`config.mk`:
```
export PLATFORM = sky130hd
export DESIGN_NAME = la_capture_ctrl
export DESIGN_NICKNAME = d
export VERILOG_FILES = /design/src/rtl/la_pkg.sv /design/src/rtl/la_trig_match.sv /design/src/rtl/la_capture_ctrl.sv
export SDC_FILE = /design/constraint.sdc
export NUM_CORES = 1
export LEC_CHECK = 0
export ABC_AREA = 0
export BUFFER_PORTS_ARGS = -buffer_cell sky130_fd_sc_hd__buf_4
export CAP_MARGIN = 5
export CELL_PAD_IN_SITES_DETAIL_PLACEMENT = 0
export CELL_PAD_IN_SITES_GLOBAL_PLACEMENT = 1
export CORE_UTILIZATION = 34
export DETAILED_ROUTE_END_ITERATION = 10
export GPL_TIMING_DRIVEN = 0
export PLACE_DENSITY = 0.87
export SETUP_SLACK_MARGIN = 0.02
export SLEW_MARGIN = 5
export SYNTH_ARGS = -nofsm -noshare
export SYNTH_HDL_FRONTEND = slang
export SYNTH_SLANG_ARGS = --single-unit
```
`constraint.sdc`:
```
create_clock -name clk -period 3.5 [get_ports clk]
set_input_delay 0.525 -clock clk [delete_from_list [all_inputs] [get_ports clk]]
set_output_delay 0.525 -clock clk [all_outputs]
set_load 0.01 [all_outputs]
```
`src/rtl/la_pkg.sv`:
```
// Shared types for the logic-analyser capture path.
//   la_cap_state_t : capture controller state encoding
//   state_busy()   : true while a capture is in progress (PRE, ARMED, POST)
package la_pkg;

    typedef enum logic [2:0] {
        StIdle  = 3'd0,
        StPre   = 3'd1,
        StArmed = 3'd2,
        StPost  = 3'd3,
        StDone  = 3'd4
    } la_cap_state_t;

    function automatic logic state_busy(la_cap_state_t s);
        return (s == StPre) || (s == StArmed) || (s == StPost);
    endfunction

endpackage

```
`src/rtl/la_trig_match.sv`:
```
// Combinational mask/value trigger comparator with optional edge qualifier.
// Build option: LA_TRIG_EDGE_EN adds the edge term (participating edge bits must
// differ from the previous sample); without it prev and trig_edge are ignored.
// Ports:
//   probe      : current probe sample
//   prev       : previous sample (edge build only)
//   trig_mask  : 1 = bit participates
//   trig_value : required level of participating bits
//   trig_edge  : 1 = participating bit must also have toggled
//   hit        : trigger condition true for this sample
module la_trig_match #(
    parameter int unsigned DATA_WIDTH = 64
) (
    input  logic [DATA_WIDTH-1:0] probe,
    input  logic [DATA_WIDTH-1:0] prev,
    input  logic [DATA_WIDTH-1:0] trig_mask,
    input  logic [DATA_WIDTH-1:0] trig_value,
    input  logic [DATA_WIDTH-1:0] trig_edge,
    output logic                  hit
);

    logic level_hit;
    assign level_hit = &(~trig_mask | ~(probe ^ trig_value));

`ifdef LA_TRIG_EDGE_EN
    logic edge_hit;
    assign edge_hit = &(~(trig_mask & trig_edge) | (probe ^ prev));
    assign hit      = level_hit & edge_hit;
`else
    logic unused_edge;
    assign unused_edge = ^{prev, trig_edge};
    assign hit         = level_hit;
`endif

endmodule

```
`src/rtl/la_capture_ctrl.sv`:
```
// Capture controller: sole writer of the sample FIFO during a capture. Keeps a
// sliding pre-trigger window (write + discard per sample), then stores the
// post-trigger samples, hiding the pre-window from the reader via fifo_level.
// Build option: LA_TRIG_EDGE_EN enables the edge trigger term and the
// previous-sample register.
// Ports:
//   clk, rst_n              : clock, asynchronous active-low reset
//   arm, abort              : start a capture / return to idle (abort wins)
//   sample_en, probe        : sample strobe and probe bus
//   trig_mask/value/edge    : trigger configuration
//   pre_depth, post_depth   : samples kept before / from the trigger onward
//   fifo_full               : FIFO full flag
//   fifo_wen/ren/din        : registered FIFO write, discard-read and data
//   fifo_level              : occupancy hidden from the reader
//   busy, triggered, done   : status
//   overflow                : a post sample was dropped on a full FIFO
module la_capture_ctrl
    import la_pkg::*;
#(
    parameter int unsigned DATA_WIDTH = 64,
    parameter int unsigned ADDR_WIDTH = 12
) (
    input  logic                  clk,
    input  logic                  rst_n,
    input  logic                  arm,
    input  logic                  abort,
    input  logic                  sample_en,
    input  logic [DATA_WIDTH-1:0] probe,
    input  logic [DATA_WIDTH-1:0] trig_mask,
    input  logic [DATA_WIDTH-1:0] trig_value,
    input  logic [DATA_WIDTH-1:0] trig_edge,
    input  logic [ADDR_WIDTH-1:0] pre_depth,
    input  logic [ADDR_WIDTH:0]   post_depth,
    input  logic                  fifo_full,
    output logic                  fifo_wen,
    output logic                  fifo_ren,
    output logic [DATA_WIDTH-1:0] fifo_din,
    output logic [ADDR_WIDTH-1:0] fifo_level,
    output logic                  busy,
    output logic                  triggered,
    output logic                  done,
    output logic                  overflow
);

    localparam logic [ADDR_WIDTH:0] CntOne = {{ADDR_WIDTH{1'b0}}, 1'b1};

    la_cap_state_t         state;
    logic [ADDR_WIDTH:0]   cnt;
    logic [ADDR_WIDTH:0]   cnt_inc;
    logic [ADDR_WIDTH-1:0] pre_q;
    logic [ADDR_WIDTH:0]   post_q;
    logic [ADDR_WIDTH:0]   post_cnt;
    logic [ADDR_WIDTH:0]   post_load;
    logic [DATA_WIDTH-1:0] prev;
    logic                  hit;

`ifdef LA_TRIG_EDGE_EN
    // Tracks every strobed sample, even outside a capture, so the first ARMED
    // sample has a valid edge reference.
    always_ff @(posedge clk or negedge rst_n) begin
        if (!rst_n) begin
            prev <= '0;
        end else if (sample_en) begin
            prev <= probe;
        end
    end
`else
    assign prev = '0;
`endif

    la_trig_match #(
        .DATA_WIDTH (DATA_WIDTH)
    ) u_trig_match (
        .probe      (probe),
        .prev       (prev),
        .trig_mask  (trig_mask),
        .trig_value (trig_value),
        .trig_edge  (trig_edge),
        .hit        (hit)
    );

    assign cnt_inc = cnt + CntOne;
    // The trigger sample itself counts toward post_depth, so a depth of 0 or 1
    // both mean "store only the trigger sample".
    assign post_load = (post_q == '0) ? '0 : post_q - CntOne;
    assign busy      = state_busy(state);

    always_ff @(posedge clk or negedge rst_n) begin
        if (!rst_n) begin
            state      <= StIdle;
            cnt        <= '0;
            pre_q      <= '0;
            post_q     <= '0;
            post_cnt   <= '0;
            fifo_wen   <= 1'b0;
            fifo_ren   <= 1'b0;
            fifo_din   <= '0;
            fifo_level <= '0;
            triggered  <= 1'b0;
            done       <= 1'b0;
            overflow   <= 1'b0;
        end else begin
            fifo_wen   <= 1'b0;
            fifo_ren   <= 1'b0;
            // Follows the state register, so it lags a state change by one cycle.
            fifo_level <= (state == StPre || state == StArmed) ? pre_q : '0;

            if (abort) begin
                state <= StIdle;
                done  <= 1'b0;
            end else begin
                unique case (state)
                    StIdle, StDone: begin
                        if (arm) begin
                            pre_q     <= pre_depth;
                            post_q    <= post_depth;
                            cnt       <= '0;
                            triggered <= 1'b0;
                            done      <= 1'b0;
                            overflow  <= 1'b0;
                            state     <= (pre_depth == '0) ? StArmed : StPre;
                        end
                    end

                    StPre: begin
                        if (sample_en) begin
                            fifo_wen <= 1'b1;
                            fifo_din <= probe;
                            cnt      <= cnt_inc;
                            if (cnt_inc == {1'b0, pre_q}) begin
                                state <= StArmed;
                            end
                        end
                    end

                    StArmed: begin
                        if (sample_en) begin
                            if (hit) begin
                                fifo_wen  <= 1'b1;
                                fifo_din  <= probe;
                                cnt       <= cnt_inc;
                                triggered <= 1'b1;
                                post_cnt  <= post_load;
                                if (post_load == '0) begin
                                    state <= StDone;
                                    done  <= 1'b1;
                                end else begin
                                    state <= StPost;
                                end
                            end else if (pre_q != '0) begin
                                // Slide the window: oldest sample out, new one in.
                                fifo_wen <= 1'b1;
                                fifo_ren <= 1'b1;
                                fifo_din <= probe;
                            end
                        end
                    end

                    StPost: begin
                        if (sample_en) begin
                            if (fifo_full) begin
                                overflow <= 1'b1;
                            end else begin
                                fifo_wen <= 1'b1;
                                fifo_din <= probe;
                                cnt      <= cnt_inc;
                            end
                            post_cnt <= post_cnt - CntOne;
                            if (post_cnt == CntOne) begin
                                state <= StDone;
                                done  <= 1'b1;
                            end
                        end
                    end

                    default: state <= StIdle;
                endcase
            end
        end
    end

endmodule
```
======== Word level (Yosys, flattened, before mapping) ========
Index checks and enable logic that the tools add are counted.
cells by class
  add/sub/neg operators ................... 3
  equal/unequal tests ..................... 22
  multiplexer cells ....................... 57
  bitwise operators ....................... 5
  reductions and logical operators ........ 23
operator list
  cell                     count
  $mux W64                 6
  $pmux W64 S3             1
  $mux W13                 10
  $not A64 Y64             2
  $or A64 B64 Y64          1
  $reduce_and A64 Y1       1
  $xor A64 B64 Y64         1
  $pmux W13 S4             1
  $mux W3                  9
  $logic_not A13 Y1        2
  $pmux W13 S2             1
  $sub A13 B1 Y13 const B  2
  $mux W1                  22
  $reduce_and A7 Y1        3
  $ne A3 B3 Y1 const B     5
  $reduce_and A5 Y1        3
  $ne A2 B2 Y1 const B     7
  $add A13 B1 Y13 const B  1
  $eq A13 B1 Y1 const B    1
  $eq A13 B12 Y1           1
  $logic_not A12 Y1        1
  $mux W12                 1
  $ne A3 B2 Y1 const B     4
  $pmux W3 S4              1
  other kinds (16)         23
word-level totals
  flip-flop bits (word level) ............. 135
  input bits .............................. 287
  output and inout bits ................... 82
  logic and storage cells ................. 122

======== Depth between registers and ports, before layout ========
Gate-level depths: netlist of the first run.
  depth in word-level cells ............... 8
  depth in mapped cells ................... 10

======== Cells and area by module ========
From an unflattened synthesis of the first run, not the netlist that was laid out.
second synthesis, totals
  cells, all modules ...................... 673
  area total of the unflattened synthesis .. 7348.3 um^2
by module, submodules not included
  module           instances  cells each  area each (um^2)
  la_capture_ctrl  1          568         6462.4
  la_trig_match    1          105         885.8

======== Worst setup path after synthesis of the first run ========
OpenSTA, ideal clock, no wires.
  kind .................................... in2reg
  start point ............................. in trig_value[30]
  end point ............................... reg fifo_din[14]
  data arrival time ....................... 2.461 ns
  required time ........................... 3.372 ns
  setup slack ............................. 0.911 ns
  cell stages on the path ................. 9
  path through ............................ xor2_1 > a22oi_1 > nand4_1 > nor4_4 > a211oi_1 > o32ai_1 > buf_2 > buf_4 > mux2_1
between the ends
  word-level cells in the longest chain between the ends .. 7
  elaborated cells on any way between the ends .. 9
ends and longest elaborated chain
  item                    RTL line                source
  start, declared         la_capture_ctrl.sv:30   input logic [DATA_WIDTH-1:0] trig_value,
  $xor A64 B64 Y64 (*)    la_trig_match.sv:23     assign level_hit = &(~trig_mask | ~(probe ^ trig_value));
  $not A64 Y64 (*)        la_trig_match.sv:23
  $or A64 B64 Y64 (*)     la_trig_match.sv:23
  $reduce_and A64 Y1 (*)  la_trig_match.sv:23
  $mux W64                la_capture_ctrl.sv:138  if (hit) begin
  $mux W64                la_capture_ctrl.sv:137  if (sample_en) begin
  $pmux W64 S3            la_capture_ctrl.sv:112  unique case (state)
  end signal, assigned    la_capture_ctrl.sv:128  fifo_din <= probe;
  end signal, assigned    la_capture_ctrl.sv:140  fifo_din <= probe;
  end signal, assigned    la_capture_ctrl.sv:154  fifo_din <= probe;
  end, declared           la_capture_ctrl.sv:37   output logic [DATA_WIDTH-1:0] fifo_din,
Mark *: on every way between the ends. The rest lies on a longest branch, timed or not. The select of a mux whose other input is x is not followed.
A chain may end at the register's enable or synchronous reset.

======== Worst setup path in the final report of the first run ========
  start point ............................. in trig_value[14]
  end point ............................... reg cnt[7]
between the ends
  word-level cells in the longest chain between the ends .. 6
ends and longest elaborated chain
  item                         RTL line                source
  $xor A64 B64 Y64             la_trig_match.sv:23
  $not A64 Y64                 la_trig_match.sv:23
  $or A64 B64 Y64              la_trig_match.sv:23
  $reduce_and A64 Y1           la_trig_match.sv:23
  $ne A2 B2 Y1 (no line)       -
  $reduce_and A8 Y1 (no line)  -
  end signal, assigned         la_capture_ctrl.sv:129  cnt <= cnt_inc;
  end signal, assigned         la_capture_ctrl.sv:141  cnt <= cnt_inc;
  end signal, assigned         la_capture_ctrl.sv:166  cnt <= cnt_inc;
  end, declared                la_capture_ctrl.sv:48   logic [ADDR_WIDTH:0] cnt;
No other way between the ends.

==> flow_summary.yaml, run 1 <==
outcome:
  run_status: "completed"
logic_synthesis:
  synth_sequential_area_ratio: 0.4486
  synth_top_cell_area_share: 0.4486
  syn_area_per_cell_um2: 10.79
  post_synth_num_cell_types: 69
  ys_dominant_reg_cell: "sky130_fd_sc_hd__dfrtp_1"
  synth_warnings: 0
  synth_async_sr_flop_share: 1.000
  netlist_area_um2: 7531
  netlist_instances: 698
  netlist_top_cells_area: "sky130_fd_sc_hd__dfrtp_1 45%, sky130_fd_sc_hd__mux2_1 9.6%, sky130_fd_sc_hd__xor2_1 8.0%, sky130_fd_sc_hd__mux2_2 3.9%, sky130_fd_sc_hd__a22oi_1 3.6%"
  number_of_nets_in_the_synthesized_netlist: 989
  ffs_latches_synth: 135
  library_cell_occupying_the_most_area_in_the_post_synthesis_netlist: "sky130_fd_sc_hd__dfrtp_1"
  synth_edf_count: 0
clock_network:
  insertion_delay_ns: 0.43
  cts-resized-gates: 0
  tritoncts.num_buffers: 17
  clock_tree_from_tritoncts: "done"
  ctsLongestPathBuffers: 2
  postCtsSetupRepairBufs: 0
  cts.reportedPaths.clkPinSlew_ns: 0.06
  post_cts_hold_buffer_count: 0
  clock_sinks: 135
  h-tree-depth: 4
  clock-root-buffer: "sky130_fd_sc_hd__clkbuf_16"
critical_path:
  timing.critical_path.arrival_ns: 3.54
  crit_path_cell_trace: "buf_4 > xor2_1 > a22oi_1 > nand4_1 > nor4_4 > a211oi_1 > clkbuf_1 > o31ai_1 > o41ai_1"
  ff2ff_setup_slack_ns: 0.27
  worst_path_largest_cell_delay_ns: 0.93
  setup.worst_path.class: "input pin to flip-flop"
  worstPathRequired_ns: 3.79
  crit_slowest_cell: "sky130_fd_sc_hd__a211oi_1"
  crit_path_max_fanout: 10
  cp_capture_type: "flip-flop"
  crit_buf_inv: 2
  reg2reg_to: "state[0]"
  start_kind: "input pin"
  worst_r2r_startpoint: "cnt[0]"
  worstRegToRegCells: 10
  cpLargestDelayFamily: "compound AO/OA/AOI/OAI gates"
die:
  core-area_um2: 21760
  dieArea_um2: 22750
  rows: 54
  io_pins: 369
  dieHeight_um: 150.8
  die_x_um: 150.8
  effective_utilization_at_floorplan: 0.3462
layout:
  layout.cells.most_common: "sky130_fd_sc_hd__buf_4"
  post_route_cells_drive_above_1_share: 0.3686
  final_instance_area_um2: 10820
  final_core_util: 0.4972
  design.final.nets: 1312
  n_antenna_cell: 0
  fillCellCount: 2015
  multiInputGateArea_um2: 3931
  layout_common_cells: "307 x sky130_fd_sc_hd__buf_4, 135 x sky130_fd_sc_hd__dfrtp_1, 69 x sky130_fd_sc_hd__xor2_1"
  area_delta_synth_final_pct: 43.63
  regArea_um2: 3378
global_route:
  first_global_vias: 6870
  initial_antenna_violation_count: 2
  wire_length_of_the_first_global_routing_pass_um: 40770
  track_usage: 0.2486
  maximum_number_of_pins_on_one_net_before_global_route_repair: 83
  grt-ovfl-total: 0
routing:
  remaining_routing_drc_violations: 0
  antenna_violating_nets_post_route: 0
  final_routed_wirelength_um: 27790
  firstDrtPassIters: 7
  vias_per_cell: 5.229
  via_count: 6855
  wl_per_cell_um: 21.20
  drt-initial-drc-count: 367
place:
  preCtsSetupSlack_ns: -0.2993
  postPlaceCellArea_um2: 10190
  io_buffers: 303
  routabilityCongestion: 0.8716
  dp_hpwl_um: 22600
timing:
  fin_skew_ns: 0.01666
  report.final.slew_viol_count: 0
  number_of_hold_slack_violations_in_the_final_timing_report: 0
  max-slew-margin-rel: 0.2194
  final.setup.tns_ns: 0
  slew_worst_pin_ns: 1.164
  finalCritPeriodShare: 0.9283
  setup_viol: 0
  fin_ws_ns: 0.2510
  final_layout_worst_hold_slack_ns: 0.05546
  min_period_ns: 3.249
  fmax_ghz: 0.3078
  unrepaired_setup_endpoints_after_global_routing: "no"
power_and_ir_drop:
  power.leakage_uw: 0.004949
  ir_worst_vdd_v: 0.0003206
  power.density_cell_area_nw_per_um2: 759.7
run:
  max_cap_viol_count: 0
worst_hold_path:
  worst_hold_path_type: "input pin to asynchronous set/reset pin"
[per-stage QoR]
stage,std cells,total power (uW)
2_1_floorplan,698,4644
6_report,1311,8217
3_5_place_dp,1282,6280
4_1_cts,1311,8258
5_1_grt,1311,8695
3_3_place_gp,1281,6194
[synthesized netlist by cell type, drive strengths merged (15+ instances only)]
cell type,number
a22oi,36
nor4,15
nand2,29
o21ai,18
dfrtp,135
clkbuf,24
nor2,37
nor3,19
mux2,90
nand4,15
a21oi,19
xor2,69
and2,15
o31ai,25
[power by group]
part / internal [uW] / total (uW) / switching (uW)
Clock: 1250 / 1970 / 713
Combinational: 1730 / 3480 / 1750
Sequential: 2260 / 2770 / 510
[how the worst max path moves through the flow]
stage / from / endpoint / slack [ns] / cells after the start
2_1_floorplan: trig_value[30] / fifo_din[14] / 0.91 / 9
3_3_place_gp: trig_value[14] / cnt[7] / -0.26 / 9
3_5_place_dp: trig_value[14] / cnt[7] / -0.30 / 9
4_1_cts: trig_value[14] / cnt[7] / 0.13 / 9
5_1_grt: cnt[0] / state[1] / 0.02 / 10
6_report: trig_value[14] / cnt[7] / 0.25 / 9
[cell families after synthesis]
family                   count (synthesis)  synth area share
AND/OR/NAND/NOR                        186            0.1372
AO/OA/AOI/OAI                          149            0.1440
flip-flops                             135            0.4486
multiplexers                            90            0.1346
XOR/XNOR                                84           0.09952
buffers and inverters                   50           0.02941
adder cells (fa/ha/maj)                  4          0.006646
[sequential cells by signal (all words and copies together), names as in the netlist]
register,count
cnt,13
done,1
fifo_din,64
fifo_level,12
fifo_ren,1
fifo_wen,1
overflow,1
post_cnt,13
post_q,13
pre_q,12
state,3
triggered,1
[layout make-up]
class	instances	share of cell area
buffer	38	0.01631
clock buffer	17	0.03933
clock inverter	12	0.01885
inverter	12	0.004164
multi-input combinational	513	0.3634
sequential	135	0.3123
tap	280	0.03239
timing repair buffer	304	0.2132
[routing by layer]
metal / GRT usage / up-vias / part of all wire
met4: 0.05850 / 4 / 0.011
li1: - / 3232 / -
met5: 0 / - / 0.00072
met1: 0.3190 / 3312 / 0.44
met3: 0.05060 / 21 / 0.062
met2: 0.4275 / 286 / 0.48
No activity file was read; power rests on OpenSTA's default activity.
==> run 2, diff against run 1 <==
--- a/config.mk
+++ b/config.mk
@@ -13,9 +13,11 @@
 export CORE_UTILIZATION = 34
 export DETAILED_ROUTE_END_ITERATION = 10
 export GPL_TIMING_DRIVEN = 0
-export PLACE_DENSITY = 0.87
+export PLACE_DENSITY = 0.88
 export SETUP_SLACK_MARGIN = 0.02
+export SKIP_CTS_REPAIR_TIMING = 1
 export SLEW_MARGIN = 5
 export SYNTH_ARGS = -nofsm -noshare
 export SYNTH_HDL_FRONTEND = slang
+export SYNTH_HIERARCHICAL = 1
 export SYNTH_SLANG_ARGS = --single-unit
==> flow_summary.yaml, run 2 <==
timing:
  unrepaired_setup_endpoints_after_global_routing: "no"
  max-slew-margin-rel: 0.5216
  slew_worst_pin_ns: 0.7111
  fmax_ghz: 0.3059
  final.setup.tns_ns: 0
  setup_viol: 0
  min_period_ns: 3.269
  number_of_hold_slack_violations_in_the_final_timing_report: 0
  fin_skew_ns: 0.009862
  report.final.slew_viol_count: 0
  final_layout_worst_hold_slack_ns: 0.06285
  finalCritPeriodShare: 0.9340
outcome:
  run_status: "completed"
layout:
  design.final.nets: 1287
  post_route_cells_drive_above_1_share: 0.4529
  largest_reg_flops: 64
  layout_common_cells: "304 x sky130_fd_sc_hd__buf_4, 135 x sky130_fd_sc_hd__dfrtp_1, 86 x sky130_fd_sc_hd__mux2_2"
  registers.top_by_ff_count: "fifo_din"
  final_core_util: 0.5039
  layout.cells.most_common: "sky130_fd_sc_hd__buf_4"
  area_delta_synth_final_pct: 44.68
  post_layout_nonfiller_instances: 1288
die:
  io_pins: 369
  dieArea_um2: 22190
  effective_utilization_at_floorplan: 0.3483
  rows: 53
  die_x_um: 149.0
  dieHeight_um: 149.0
  core-area_um2: 21090
global_route:
  track_usage: 0.2303
  grt-ovfl-total: 0
  maximum_number_of_pins_on_one_net_before_global_route_repair: 79
  initial_antenna_violation_count: 4
  first_global_vias: 6627
  wire_length_of_the_first_global_routing_pass_um: 37680
clock_network:
  clock_tree_from_tritoncts: "done"
  h-tree-depth: 4
  cts.reportedPaths.clkPinSlew_ns: 0.06
  insertion_delay_ns: 0.42
  ctsLongestPathBuffers: 2
  tritoncts.num_buffers: 17
  clock_sinks: 135
  clock-root-buffer: "sky130_fd_sc_hd__clkbuf_16"
routing:
  final_routed_wirelength_um: 25790
  wl_per_cell_um: 20.02
  remaining_routing_drc_violations: 0
  vias_per_cell: 5.212
  via_count: 6713
  firstDrtPassIters: 4
  antenna_violating_nets_post_route: 0
  drt-initial-drc-count: 350
critical_path:
  start_kind: "input pin"
  crit_path_max_fanout: 10
  setup.worst_path.class: "input pin to flip-flop"
  worstRegToRegCells: 9
  timing.critical_path.arrival_ns: 3.57
  worstPathRequired_ns: 3.80
  cp_capture_type: "flip-flop"
  ff2ff_setup_slack_ns: 0.95
logic_synthesis:
  syn_area_per_cell_um2: 10.93
  netlist_area_um2: 7345
  synth_warnings: 6
  netlist_instances: 672
  number_of_nets_in_the_synthesized_netlist: 963
place:
  routabilityCongestion: 0.9309
  inst_count_dp: 1252
  io_buffers: 304
  dp_hpwl_um: 20840
worst_hold_path:
  worst_hold_path_type: "input pin to asynchronous set/reset pin"
power_and_ir_drop:
  ir_worst_vdd_v: 0.0003686
  power.density_cell_area_nw_per_um2: 731.4
  power.leakage_uw: 0.004935
run:
  max_cap_viol_count: 0
## run 2: report_power, final
| group | internal (uW) | switching, uW |
|---|---|---|
| sequential | 2230 | 536 |
| clock | 1090 | 728 |
| combinational | 1700 | 1490 |
| total | 5020 | 2750 |
## run 2: worst max-delay path, cell delays in order
cell and delay [ns]:
sky130_fd_sc_hd__buf_4 0.13, sky130_fd_sc_hd__xor2_1 0.14, sky130_fd_sc_hd__a22oi_2 0.34, sky130_fd_sc_hd__nand4_2 0.18, sky130_fd_sc_hd__or4_1 0.58, sky130_fd_sc_hd__nor4_4 0.30
sky130_fd_sc_hd__nand3b_1 0.12, sky130_fd_sc_hd__a21oi_1 0.15, sky130_fd_sc_hd__o21ai_1 0.17, sky130_fd_sc_hd__or2_2 0.35, sky130_fd_sc_hd__clkbuf_1 0.24, sky130_fd_sc_hd__o41ai_1 0.33
## run 2: final timing paths
kind,start,to
max reg2reg,pre_q[2],fifo_din[42]
min,rst_n,fifo_din[49]
min reg2reg,fifo_din[4],fifo_din[4]
max in group asynchronous,rst_n,pre_q[6]
min in group clk,post_depth[12],post_q[12]
max,probe[40],cnt[8]
## run 2: cell type report
type,instances,area (um^2)
Antenna cell,4,10.01
Buffer,31,142.6
Clock buffer,19,452.9
Clock inverter,13,147.6
Fill cell,1986,10460
Inverter,13,48.80
Multi-Input combinational cell,493,3789
Sequential cell,135,3378
Tap cell,275,344.1
Timing Repair Buffer,305,2313
## run 2: metal layers
| layer | vias up | share of wire | GRT usage |
|---|---|---|---|
| met5 | - | 0 | 0 |
| met4 | 0 | 0.039 | 0.1173 |
| met3 | 46 | 0.059 | 0.03639 |
| met2 | 250 | 0.53 | 0.4267 |
| met1 | 3284 | 0.37 | 0.2520 |
| li1 | 3133 | - | - |
## run 2: through the flow
step	worst slack [ns]	total power [uW]	instance area (um^2)
floorplan	0.4757	4454	7345
global placement	-0.5667	5893	9971
detailed placement	-0.5928	5981	10000
CTS	-0.1634	7821	10600
global route	0.1231	8243	10630
finish	0.2308	7773	10630
